--- src/rtl/pulse_width_meter_if.sv ---
// Measurement bus of pulse_width_meter: the pulse input plus the reported
// high/low widths, saturation flags, strobes, busy and an FSM debug view.
interface pulse_width_meter_if #(parameter int CNT_W = 8);
  logic             sig;
  logic [CNT_W-1:0] hi_width;
  logic             hi_valid;
  logic             hi_sat;
  logic [CNT_W-1:0] lo_width;
  logic             lo_valid;
  logic             lo_sat;
  logic             busy;
  logic [1:0]       state_dbg;

  // Strobe semantics: *_valid is high for exactly one cycle when the matching
  // *_width/*_sat pair changes; the pair then holds until the next strobe.
  // There is no ready: the consumer must capture the value on the strobe.
  modport master (
    input  sig,
    output hi_width, hi_valid, hi_sat,
    output lo_width, lo_valid, lo_sat,
    output busy, state_dbg
  );

  modport slave (
    output sig,
    input  hi_width, hi_valid, hi_sat,
    input  lo_width, lo_valid, lo_sat,
    input  busy, state_dbg
  );
endinterface

--- src/rtl/pulse_width_meter.sv ---
// Measures high and low interval lengths of sig in clk cycles, saturating at 2**CNT_W-1.
// Define PWM_METER_SYNC_EN to pass sig through a 2-flop synchronizer first.
module pulse_width_meter #(
  parameter int CNT_W = 8
) (
  input  logic                 clk,
  input  logic                 rst,
  pulse_width_meter_if.master  bus
);

  localparam logic [CNT_W-1:0] MAX = {CNT_W{1'b1}};
  localparam logic [CNT_W-1:0] ONE = CNT_W'(1);

  typedef enum logic [1:0] {
    IDLE = 2'd0,
    HIGH = 2'd1,
    LOW  = 2'd2
  } state_t;

  state_t           state_q, state_d;
  logic [CNT_W-1:0] cnt_q, cnt_d, cnt_inc;
  logic [CNT_W-1:0] hi_width_q, hi_width_d;
  logic [CNT_W-1:0] lo_width_q, lo_width_d;
  logic             hi_valid_q, hi_valid_d;
  logic             lo_valid_q, lo_valid_d;
  logic             hi_sat_q, hi_sat_d;
  logic             lo_sat_q, lo_sat_d;
  logic             busy_q, busy_d;
  logic             s_q, s_d;
  logic             s, rise, fall;

`ifdef PWM_METER_SYNC_EN
  logic sync1_q, sync1_d;
  logic sync2_q, sync2_d;
  assign s = sync2_q;
`else
  assign s = bus.sig;
`endif

  assign rise = s & ~s_q;
  assign fall = ~s & s_q;

  always_comb begin
    state_d    = state_q;
    cnt_d      = cnt_q;
    hi_width_d = hi_width_q;
    hi_sat_d   = hi_sat_q;
    lo_width_d = lo_width_q;
    lo_sat_d   = lo_sat_q;
    hi_valid_d = 1'b0;
    lo_valid_d = 1'b0;
    s_d        = s;
`ifdef PWM_METER_SYNC_EN
    sync1_d    = bus.sig;
    sync2_d    = sync1_q;
`endif
    cnt_inc    = (cnt_q == MAX) ? cnt_q : cnt_q + ONE;

    // The counter sticks at MAX, so "saturated" is simply cnt == MAX at the edge.
    case (state_q)
      IDLE: begin
        if (rise) begin
          state_d = HIGH;
          cnt_d   = ONE;
        end
      end
      HIGH: begin
        if (fall) begin
          hi_width_d = cnt_q;
          hi_sat_d   = (cnt_q == MAX);
          hi_valid_d = 1'b1;
          state_d    = LOW;
          cnt_d      = ONE;
        end else begin
          cnt_d = cnt_inc;
        end
      end
      LOW: begin
        if (rise) begin
          lo_width_d = cnt_q;
          lo_sat_d   = (cnt_q == MAX);
          lo_valid_d = 1'b1;
          state_d    = HIGH;
          cnt_d      = ONE;
        end else begin
          cnt_d = cnt_inc;
        end
      end
      default: begin
        state_d = IDLE;
        cnt_d   = '0;
      end
    endcase

    busy_d = (state_d != IDLE);
  end

  // s_q (and the synchronizer) reset high so a level already high at release is not a rise.
  always_ff @(posedge clk or posedge rst) begin
    if (rst) begin
      state_q    <= IDLE;
      cnt_q      <= '0;
      hi_width_q <= '0;
      hi_sat_q   <= 1'b0;
      hi_valid_q <= 1'b0;
      lo_width_q <= '0;
      lo_sat_q   <= 1'b0;
      lo_valid_q <= 1'b0;
      busy_q     <= 1'b0;
      s_q        <= 1'b1;
`ifdef PWM_METER_SYNC_EN
      sync1_q    <= 1'b1;
      sync2_q    <= 1'b1;
`endif
    end else begin
      state_q    <= state_d;
      cnt_q      <= cnt_d;
      hi_width_q <= hi_width_d;
      hi_sat_q   <= hi_sat_d;
      hi_valid_q <= hi_valid_d;
      lo_width_q <= lo_width_d;
      lo_sat_q   <= lo_sat_d;
      lo_valid_q <= lo_valid_d;
      busy_q     <= busy_d;
      s_q        <= s_d;
`ifdef PWM_METER_SYNC_EN
      sync1_q    <= sync1_d;
      sync2_q    <= sync2_d;
`endif
    end
  end

  assign bus.hi_width  = hi_width_q;
  assign bus.hi_valid  = hi_valid_q;
  assign bus.hi_sat    = hi_sat_q;
  assign bus.lo_width  = lo_width_q;
  assign bus.lo_valid  = lo_valid_q;
  assign bus.lo_sat    = lo_sat_q;
  assign bus.busy      = busy_q;
  assign bus.state_dbg = state_q;

endmodule

--- src/flat_wrapper.sv ---
// flat-port wrapper written by rule: the top's interface ports become plain ports
module pulse_width_meter_flat 
#(
  parameter int CNT_W = 8
)
  (clk, rst, bus_sig, bus_hi_width, bus_hi_valid, bus_hi_sat, bus_lo_width, bus_lo_valid, bus_lo_sat, bus_busy, bus_state_dbg);
  pulse_width_meter_if #(.CNT_W(CNT_W)) bus_i ();
  input  logic clk;
  input  logic rst;
  input wire logic [$bits(bus_i.sig)-1:0] bus_sig;
  output wire logic [$bits(bus_i.hi_width)-1:0] bus_hi_width;
  output wire logic [$bits(bus_i.hi_valid)-1:0] bus_hi_valid;
  output wire logic [$bits(bus_i.hi_sat)-1:0] bus_hi_sat;
  output wire logic [$bits(bus_i.lo_width)-1:0] bus_lo_width;
  output wire logic [$bits(bus_i.lo_valid)-1:0] bus_lo_valid;
  output wire logic [$bits(bus_i.lo_sat)-1:0] bus_lo_sat;
  output wire logic [$bits(bus_i.busy)-1:0] bus_busy;
  output wire logic [$bits(bus_i.state_dbg)-1:0] bus_state_dbg;
  assign bus_i.sig = bus_sig;
  assign bus_hi_width = bus_i.hi_width;
  assign bus_hi_valid = bus_i.hi_valid;
  assign bus_hi_sat = bus_i.hi_sat;
  assign bus_lo_width = bus_i.lo_width;
  assign bus_lo_valid = bus_i.lo_valid;
  assign bus_lo_sat = bus_i.lo_sat;
  assign bus_busy = bus_i.busy;
  assign bus_state_dbg = bus_i.state_dbg;
  pulse_width_meter #(.CNT_W(CNT_W)) u_core (.clk(clk), .rst(rst), .bus(bus_i));
endmodule
--- config.mk ---
export PLATFORM = sky130hd
export DESIGN_NAME = pulse_width_meter_flat
export DESIGN_NICKNAME = d
export VERILOG_FILES = /design/src/rtl/pulse_width_meter_if.sv /design/src/rtl/pulse_width_meter.sv /design/src/flat_wrapper.sv
export SDC_FILE = /design/constraint.sdc
export NUM_CORES = 1
export LEC_CHECK = 0
export CORE_MARGIN = 2
export CORE_UTILIZATION = 40
export CTS_BUF_LIST = sky130_fd_sc_hd__clkbuf_16
export CTS_CLUSTER_SIZE = 25
export DETAILED_ROUTE_END_ITERATION = 10
export PLACE_DENSITY_LB_ADDON = 0.08
export REMOVE_ABC_BUFFERS = 1
export SLEW_MARGIN = 30
export SYNTH_ARGS = -nofsm -noshare
export SYNTH_HDL_FRONTEND = slang
export SYNTH_SLANG_ARGS = --single-unit
--- constraint.sdc ---
create_clock -name clk -period 2.1 [get_ports clk]
set_input_delay 0.42 -clock clk [delete_from_list [all_inputs] [get_ports clk]]
set_output_delay 0.42 -clock clk [all_outputs]
set_load 0.05 [all_outputs]
==> summary.md, run 1 <==
| Metric | Value |
|---|---|
| Worst hold path endpoint | u_core.bus.lo_width[0]$_DFFE_PP0P_ |
| Number of cell rows | 21 |
| Final hold violation count | 0 |
| Pwr/cell area | 1260 nW/µm² |
| Clock period minus worst slack | 2.00 ns |
| Antenna Diode Count | 0 |
| Share of cells above drive strength 1 | 0.273 |
| Yosys cell types | 33 |
| Number of hold buffers added after cts | 0 |
| Worst setup margin | 0.0960 ns |
| Data required time of the worst path | 1.68 ns |
| Number of warnings reported in the yosys synthesis log | 0 |
| Effective utilization at floorplan | 0.420 |
| Cell depth of the worst hold path | 1 |
| Area of the placeable core | 3360 µm² |
| Wirelength per Cell | 14.0 µm |
| TritonCTS clock tree | built |
| Via total after detailed routing | 1029 |
| Clock-pin slew reported for the worst setup and hold paths after clock tree synthesis | 0.05 ns |
| Cells on worst reg2reg path | 5 |
| Total length of routed wires | 2740 µm |
| Weighted congestion at the end of routability-driven global placement | 0.745 |
| CP Class | reg2out |
| IO Port Bufs | 25 |
| Setup TNS | 0 ns |
| Critical path data arrival time | 1.58 ns |
| CP peak stage delay | 0.85 ns |
| Largest fanout on the critical path | 8 |
| Outcome | finished clean |
| Die X-Extent | 63.4 µm |
| Clock Sinks | 32 |
| Fraction of the yosys area taken by sequential cells | 0.568 |
| Clock latency on the worst-skew pair | 0.27 ns |
| Number of antenna violations at the first check in global routing | 0 |
| Syn avg cell area | 12.4 µm² |
| Pin count of the biggest net entering global routing | 33 |
| Aggregate global routing overflow | 0 |
| P&R area growth vs syn | 33.4% |
| Cell count after synthesis | 114 |
| Slew at the pin closest to its max-slew limit | 0.502 ns |
| Worst supply voltage drop on vdd | 0.000570 V |
| Initial DRT Pass Iterations | 4 |
| Syn Std Cell Area | 1410 µm² |
| Die Y | 63.4 µm |
| Tightest Hold Check Type | reg2reg |
| Unrepaired setup endpoints after global routing | false |
| Post_cts resized | 0 |
| Final setup violation count | 0 |
| DRC marker count from the first detailed-route iteration | 32 |
| Predominant post-synthesis flop cell | dfrtp_1 |
| Post-placement setup slack | 0.113 ns |
| Number of CTS-inserted buffers | 5 |
| First-pass GRT wire length | 4920 µm |
| Number of enable-type register cells in the synthesized netlist | 0 |
| Total routing resource utilization after global routing | 0.157 |
| Slew Viols, Final | 0 |
| CP Buf/Inv Count | 1 |
| Clock Skew | 0.00326 ns |
| Cell class contributing the biggest share of worst-path delay | buffers and inverters |
| Kind of end point of the critical path | output port |
| Post-detailed-route via-to-cell ratio | 5.25 |
| Layout net count | 153 |
| Vias in the first global route | 1046 |
| Capture point of the worst reg-to-reg path | u_core.cnt_q[0]$_DFFE_PP0P_ |
| Setup slack of the most critical reg-to-reg path | 0.38 ns |
| Total number of H-tree levels | 2 |
| Dpl hpwl | 1900 µm |
| Share of flip-flops with an asynchronous set or reset after synthesis | 1.00 |
| Hold Crit Start | u_core.bus.lo_width[0]$_DFFE_PP0P_ |
| Critical path, cell by cell | clkdlybuf4s50_1 |
| Cell leakage power | 0.856 nW |
| Drt drc | 0 |
| Normalized max-slew margin | 0.665 |
| Count of boundary I/O pins | 26 |
| Clock root cell | clkbuf_16 |
| Post-CTS setup repair buffer count | 0 |
| Start of the worst register-to-register path | u_core.cnt_q[0]$_DFFE_PP0P_ |
| Period utilization | 0.954 |
| Number of maximum-capacitance violations | 0 |
| Post-route ant nets | 0 |
| Master of the slowest instance on the critical path | clkdlybuf4s50_1 |
| Max Root-Sink Buffers | 2 |
| Register bit count reported by yosys | 32 |
| Critical Path Start Type | register |
| Die ar. | 4020 µm² |
| Maximum clock frequency | 499 MHz |
==> cell families after synthesis <==
group | share of synthesized area
and+or+nand+nor | 0.122
adders and majority gates | 0.0168
muxes | 0.144
AOI/OAI and AO/OA | 0.120
DFF | 0.568
buffers and inverters | 0.0293
==> metal layers <==
metal | part of all wire | vias to the layer above | wire length (µm) | global-route usage
met5 | 0 | - | 0 | 0
met4 | 0.024 | 0 | 67 | 0.0815
met3 | 0.037 | 9 | 102 | 0.0393
met2 | 0.49 | 21 | 1350 | 0.249
met1 | 0.45 | 519 | 1220 | 0.199
li1 | - | 480 | - | -
==> area by class of cell <==
class                           instances  area (µm²)
Clock buffer                            5         125
Clock inverter                          3        11.3
Tap cell                               46        57.6
Multi-Input combinational cell         73         568
Fill cell                             319        1480
Inverter                                5        18.8
Timing Repair Buffer                   32         300
Sequential cell                        32         802
==> placed cells by master (no fill, tap or decap), types with 5 or more instances in the layout <==
| cell | n |
|---|---|
| a21oi_1 | 11 |
| buf_4 | 8 |
| clkbuf_16 | 5 |
| clkdlybuf4s50_1 | 24 |
| dfrtp_1 | 31 |
| inv_1 | 7 |
| mux2_2 | 18 |
| nand2_1 | 5 |
| nor2b_1 | 6 |
| o21ai_0 | 6 |
==> cells in the mapped netlist (all sizes together), types with 4 or more instances <==
library cell / n / area share
mux2: 18 / 0.14
dfrtp: 31 / 0.55
a21oi: 11 / 0.039
nor2b: 6 / 0.027
inv: 5 / 0.013
nand2: 5 / 0.013
o21ai: 7 / 0.025
buf: 4 / 0.016
==> sequential cells by signal (all words and copies together) (netlist names) <==
name and count:
u_core.bus.hi_valid 1, u_core.bus.lo_valid 1, u_core.bus.hi_sat 1, u_core.s_q 1
u_core.bus.state_dbg 2, u_core.bus.hi_width 8, u_core.cnt_q 8, u_core.bus.busy 1
u_core.bus.lo_sat 1, u_core.bus.lo_width 8
==> through the flow <==
step / hold slack, ns / utilization / cells / area (µm²) / power [mW]
2_1_floorplan: 0.424 / - / 110 / 1390 / 1.43
3_3_place_gp: 0.489 / 0.519 / 188 / 1750 / 1.70
3_5_place_dp: 0.495 / 0.519 / 188 / 1750 / 1.73
4_1_cts: 0.507 / 0.560 / 196 / 1880 / 2.40
5_1_grt: 0.527 / 0.560 / 196 / 1880 / 2.52
6_report: 0.502 / 0.560 / 196 / 1880 / 2.37
==> where the power goes <==
| part | total, mW | internal [mW] | switching (mW) |
|---|---|---|---|
| Combinational | 0.877 | 0.335 | 0.542 |
| Clock | 0.652 | 0.424 | 0.228 |
| Sequential | 0.844 | 0.729 | 0.115 |
==> worst max-delay path by stage <==
stage	start	to	slack [ns]	depth (start not counted)
finish	u_core.bus.state_dbg[1]$_DFF_PP0_	bus_state_dbg[1]	0.1	1
global route	u_core.bus.state_dbg[1]$_DFF_PP0_	bus_state_dbg[1]	0.04	1
CTS	u_core.bus.state_dbg[1]$_DFF_PP0_	bus_state_dbg[1]	0.1	1
detailed placement	bus_sig	u_core.cnt_q[5]$_DFFE_PP0P_	0.11	5
global placement	bus_sig	u_core.cnt_q[5]$_DFFE_PP0P_	0.16	5
floorplan	u_core.bus.state_dbg[0]$_DFF_PP0_	u_core.bus.hi_sat$_DFFE_PP0P_	0.15	3
Power figures use the tool's default switching activity.
==> run 2: changes to the inputs <==
- CORE_ASPECT_RATIO: not set -> 1.4
==> run 2 against run 1 <==
Worst setup slack improved by 0.014 ns. Clock power rose by 0.6%. Fmax rose by 0.69%. Critical path type unchanged. Critical endpoint unchanged.
==> summary.md, run 2 (same netlist as run 1, synthesis figures left out) <==
| Metric | Value |
|---|---|
| Largest fanout on the critical path | 8 |
| Cell leakage power | 0.847 nW |
| Start of the worst register-to-register path | u_core.cnt_q[0]$_DFFE_PP0P_ |
| Critical path data arrival time | 1.57 ns |
| Kind of end point of the critical path | output port |
| Vias in the first global route | 982 |
| Worst supply voltage drop on vdd | 0.000768 V |
| Combinational fraction of design power | 0.371 |
| Effective utilization at floorplan | 0.418 |
| Setup TNS | 0 ns |
| Die X-Extent | 54.2 µm |
| Setup slack of the most critical reg-to-reg path | 0.40 ns |
| Count of boundary I/O pins | 26 |
| Top library cells by usage in the layout, fill and taps aside | dfrtp_1, clkdlybuf4s50_1, mux2_2 |
| Tightest Hold Check Type | reg2reg |
| Final setup violation count | 0 |
| Clock root cell | clkbuf_16 |
| Post-route insts no fill | 189 |
| Data required time of the worst path | 1.68 ns |
| Most common cell after layout, fill and taps aside | dfrtp_1 |
| Initial DRT Pass Iterations | 2 |
| Post-CTS setup repair buffer count | 0 |
| Pwr/cell area | 1270 nW/µm² |
| Dpl hpwl | 1920 µm |
| Layout net count | 153 |
| Drt drc | 0 |
| Slew at the pin closest to its max-slew limit | 0.508 ns |
| Post-detailed-route via-to-cell ratio | 5.29 |
| Clock Skew | 0.00251 ns |
| First-pass GRT wire length | 4680 µm |
| Die Y | 74.3 µm |
| Number of cells after detailed placement | 182 |
| Weighted congestion at the end of routability-driven global placement | 0.682 |
| Final hold violation count | 0 |
| TritonCTS clock tree | built |
| Capture point of the worst reg-to-reg path | u_core.cnt_q[0]$_DFFE_PP0P_ |
| Area of the placeable core | 3380 µm² |
| Post-route ant nets | 0 |
| Critical Path Start Type | register |
| Maximum clock frequency | 502 MHz |
| Via total after detailed routing | 999 |
| Part of the power in registers | 0.353 |
| Number of CTS-inserted buffers | 5 |
| Antenna Diode Count | 0 |
| CP peak stage delay | 0.84 ns |
| Startpoint of the worst setup timing path | u_core.bus.state_dbg[1]$_DFF_PP0_ |
| Total number of H-tree levels | 2 |
| Outcome | finished clean |
| Clock-pin slew reported for the worst setup and hold paths after clock tree synthesis | 0.05 ns |
| Cells on worst reg2reg path | 5 |
| IO Port Bufs | 25 |
| DRC marker count from the first detailed-route iteration | 6 |
| Share of cells above drive strength 1 | 0.275 |
| Post_cts resized | 0 |
| Unrepaired setup endpoints after global routing | false |
| Normalized max-slew margin | 0.660 |
| Aggregate global routing overflow | 0 |
| Number of cell rows | 25 |
| Total cell area at the placement stage | 1740 µm² |
| P&R area growth vs syn | 32.6% |
| Critical path, cell by cell | clkdlybuf4s50_1 |
| Total length of routed wires | 2790 µm |
| Clock latency on the worst-skew pair | 0.27 ns |
| Cell class contributing the biggest share of worst-path delay | buffers and inverters |
| Design internal power | 1.49 mW |
| Relative contribution of the clock network to total power | 0.276 |
| Number of hold buffers added after cts | 0 |
| End point of the critical path | bus_state_dbg[1] |
| Wirelength per Cell | 14.8 µm |
| Number of maximum-capacitance violations | 0 |
| Die ar. | 4030 µm² |
| Period utilization | 0.948 |
| Crit. path cell count | 1 |
| Fraction of power spent switching nets | 0.374 |
| Number of antenna violations at the first check in global routing | 0 |
| CP Class | reg2out |
| Total routing resource utilization after global routing | 0.166 |
| CP Buf/Inv Count | 1 |
| Master of the slowest instance on the critical path | clkdlybuf4s50_1 |
| Psw | 0.888 mW |
| Pin count of the biggest net entering global routing | 33 |
| Clock period minus worst slack | 1.99 ns |
| Clock Sinks | 32 |
| Post-route cell area | 1870 µm² |
| Max Root-Sink Buffers | 2 |
| Total Power Consumption | 2.38 mW |
| Slew Viols, Final | 0 |
run 2: cell count changes in the layout (fill, tap and decap cells not counted), sizes merged:
cell,delta
inv,-2
clkinv,+1
run 2: power by group through the flow:
stage                     sequential, mW  combinational, mW  clock (mW)
after floorplan                     1.11              0.322           0
final                              0.839              0.880       0.656
after CTS                          0.840              0.886       0.677
after detailed placement           0.850              0.882           0
after global routing               0.861              0.948       0.703
after global placement             0.845              0.860           0
run 2: layer usage:
metal,up-vias,GRT usage,routed length [µm]
li1,479,-,-
met1,493,0.195,1170
met2,20,0.264,1440
met3,7,0.0582,119
met4,0,0.0833,67
met5,-,0,0
run 2: metrics by stage:
step,hold WS (ns),utilization,worst slack (ns)
floorplan,0.424,-,0.146
global placement,0.489,0.515,0.161
detailed placement,0.495,0.515,0.127
CTS,0.507,0.554,0.0989
global route,0.512,0.554,0.0529
finish,0.499,0.554,0.110
run 2: cell type report:
| cell class | instances | area [µm²] |
|---|---|---|
| clock buffers | 5 | 125 |
| multi-input cells | 73 | 568 |
| fillers | 308 | 1510 |
| clock inverters | 2 | 7.51 |
| flip-flops and latches | 32 | 802 |
| inverters | 5 | 18.8 |
| well taps | 40 | 50.0 |
| repair buffers | 32 | 300 |
run 2: worst min path at each step:
stage	start	to	slack, ns	cells past startpoint
after floorplan	bus_sig	u_core.s_q$_DFF_PP1_	0.42	0
after global placement	u_core.bus.hi_width[0]$_DFFE_PP0P_	u_core.bus.hi_width[0]$_DFFE_PP0P_	0.49	1
after detailed placement	u_core.bus.lo_width[3]$_DFFE_PP0P_	u_core.bus.lo_width[3]$_DFFE_PP0P_	0.50	1
after CTS	u_core.bus.lo_width[3]$_DFFE_PP0P_	u_core.bus.lo_width[3]$_DFFE_PP0P_	0.51	1
after global routing	u_core.bus.lo_width[6]$_DFFE_PP0P_	u_core.bus.lo_width[6]$_DFFE_PP0P_	0.51	1
final	u_core.bus.lo_width[6]$_DFFE_PP0P_	u_core.bus.lo_width[6]$_DFFE_PP0P_	0.50	1
==> run 3: changes to the inputs <==
- GPL_TIMING_DRIVEN: not set -> 0
==> run 3 against run 2 <==
Combinational power down 2%. Core utilization shrank 1.1 points. Routed wire length down 0.54%. Final cell count down 3.7%. Worst setup slack got worse by 0.019 ns. Clock skew hardly changed. Hold slack better by 0.0046 ns. Largest power group unchanged. Highest routed layer unchanged.
==> summary.md, run 3 (same netlist as run 1, synthesis figures left out) <==
| Metric | Value |
|---|---|
| Capture point of the worst reg-to-reg path | u_core.bus.hi_width[7]$_DFFE_PP0P_ |
| Unrepaired setup endpoints after global routing | false |
| Post_cts resized | 0 |
| Data required time of the worst path | 1.68 ns |
| Worst setup margin | 0.0905 ns |
| Slew at the pin closest to its max-slew limit | 0.664 ns |
| Number of hold buffers added after cts | 0 |
| Number of CTS-inserted buffers | 5 |
| Pwr/cell area | 1280 nW/µm² |
| Weighted congestion at the end of routability-driven global placement | 0.668 |
| Worst hold path endpoint | u_core.bus.lo_width[6]$_DFFE_PP0P_ |
| Final setup violation count | 0 |
| CP peak stage delay | 0.85 ns |
| Via total after detailed routing | 985 |
| Post-route cell area | 1840 µm² |
| Aggregate global routing overflow | 0 |
| Cell class contributing the biggest share of worst-path delay | buffers and inverters |
| Post-detailed-route via-to-cell ratio | 5.41 |
| Fill cell total of the finished layout | 295 |
| Clock period minus worst slack | 2.01 ns |
| Count of boundary I/O pins | 26 |
| Clock Skew | 0.00254 ns |
| Kind of end point of the critical path | output port |
| Share of cells above drive strength 1 | 0.254 |
| Clock Sinks | 32 |
| Dpl hpwl | 1830 µm |
| Master of the slowest instance on the critical path | clkdlybuf4s50_1 |
| Setup TNS | 0 ns |
| Area of the placeable core | 3380 µm² |
| DRC marker count from the first detailed-route iteration | 27 |
| Period utilization | 0.957 |
| Tightest Hold Check Type | reg2reg |
| Effective utilization at floorplan | 0.418 |
| Total length of routed wires | 2780 µm |
| Normalized max-slew margin | 0.556 |
| Antenna Diode Count | 0 |
| Cell depth of the worst hold path | 1 |
| CP Buf/Inv Count | 1 |
| Largest fanout on the critical path | 9 |
| Drt drc | 0 |
| Most common cell after layout, fill and taps aside | dfrtp_1 |
| Setup slack of the most critical reg-to-reg path | 0.26 ns |
| CP Class | reg2out |
| Multi-input gate area | 582 µm² |
| First-pass GRT wire length | 4710 µm |
| Total cell area at the placement stage | 1690 µm² |
| Maximum clock frequency | 498 MHz |
| Critical Path Start Type | register |
| Number of cells after detailed placement | 175 |
| Max Root-Sink Buffers | 2 |
| Die ar. | 4030 µm² |
| Critical path, cell by cell | clkdlybuf4s50_1 |
| Top library cells by usage in the layout, fill and taps aside | dfrtp_1, clkdlybuf4s50_1, mux2_2 |
| Start of the worst register-to-register path | u_core.bus.state_dbg[1]$_DFF_PP0_ |
| Worst supply voltage drop on vdd | 0.000648 V |
| Total number of H-tree levels | 2 |
| Slew Viols, Final | 0 |
| IO Port Bufs | 25 |
| Critical path data arrival time | 1.59 ns |
| Flip-flop and latch area | 802 µm² |
| Post-route ant nets | 0 |
| Outcome | finished clean |
| TritonCTS clock tree | built |
| Post-layout utilization of the core | 0.543 |
| Hold Crit Start | u_core.bus.lo_width[6]$_DFFE_PP0P_ |
| Total routing resource utilization after global routing | 0.165 |
| Final hold violation count | 0 |
| Post-placement setup slack | -0.225 ns |
| Cells on worst reg2reg path | 3 |
| Cell leakage power | 0.816 nW |
| Number of maximum-capacitance violations | 0 |
| P&R area growth vs syn | 30.1% |
| Number of cell rows | 25 |
| Wirelength per Cell | 15.3 µm |
| Number of antenna violations at the first check in global routing | 0 |
| Vias in the first global route | 1014 |
| Clock root cell | clkbuf_16 |
| Post-CTS setup repair buffer count | 0 |
| Post-route insts no fill | 182 |
| Layout net count | 146 |
| Initial DRT Pass Iterations | 2 |
| Die X-Extent | 54.2 µm |
| Pin count of the biggest net entering global routing | 33 |
| Clock latency on the worst-skew pair | 0.27 ns |
| Clock-pin slew reported for the worst setup and hold paths after clock tree synthesis | 0.05 ns |
| Die Y | 74.3 µm |
run 3: worst max-delay path by stage:
stage	from	end	slack, ns	cells after the start
3_5_place_dp	bus_sig	u_core.bus.hi_width[3]$_DFFE_PP0P_	-0.22	3
2_1_floorplan	u_core.bus.state_dbg[0]$_DFF_PP0_	u_core.bus.hi_sat$_DFFE_PP0P_	0.15	3
5_1_grt	u_core.bus.state_dbg[0]$_DFF_PP0_	bus_state_dbg[0]	0.02	1
6_report	u_core.bus.state_dbg[0]$_DFF_PP0_	bus_state_dbg[0]	0.09	1
3_3_place_gp	bus_sig	u_core.bus.hi_width[4]$_DFFE_PP0P_	-0.20	3
4_1_cts	bus_sig	u_core.cnt_q[7]$_DFFE_PP0P_	0.01	5
run 3: final cells by class:
cell class,instances,area share
Clock inverter,2,0.00409
Timing Repair Buffer,25,0.136
Sequential cell,32,0.437
Clock buffer,5,0.0682
Inverter,5,0.0102
Tap cell,40,0.0273
Multi-Input combinational cell,73,0.317
run 3: through the flow:
step | hold slack [ns] | power [mW]
2_1_floorplan | 0.424 | 1.43
3_3_place_gp | 0.489 | 1.68
3_5_place_dp | 0.495 | 1.70
4_1_cts | 0.506 | 2.36
5_1_grt | 0.521 | 2.48
6_report | 0.504 | 2.35
run 3: power breakdown:
part | switching [mW] | internal, mW
clock | 0.223 | 0.421
combinational | 0.545 | 0.317
sequential | 0.109 | 0.729
run 3: routing by layer:
metal	vias up	part of all wire	track usage
met3	5	0.044	0.0502
met1	498	0.43	0.201
li1	462	-	-
met2	20	0.51	0.264
met5	-	0	0
met4	0	0.015	0.0750
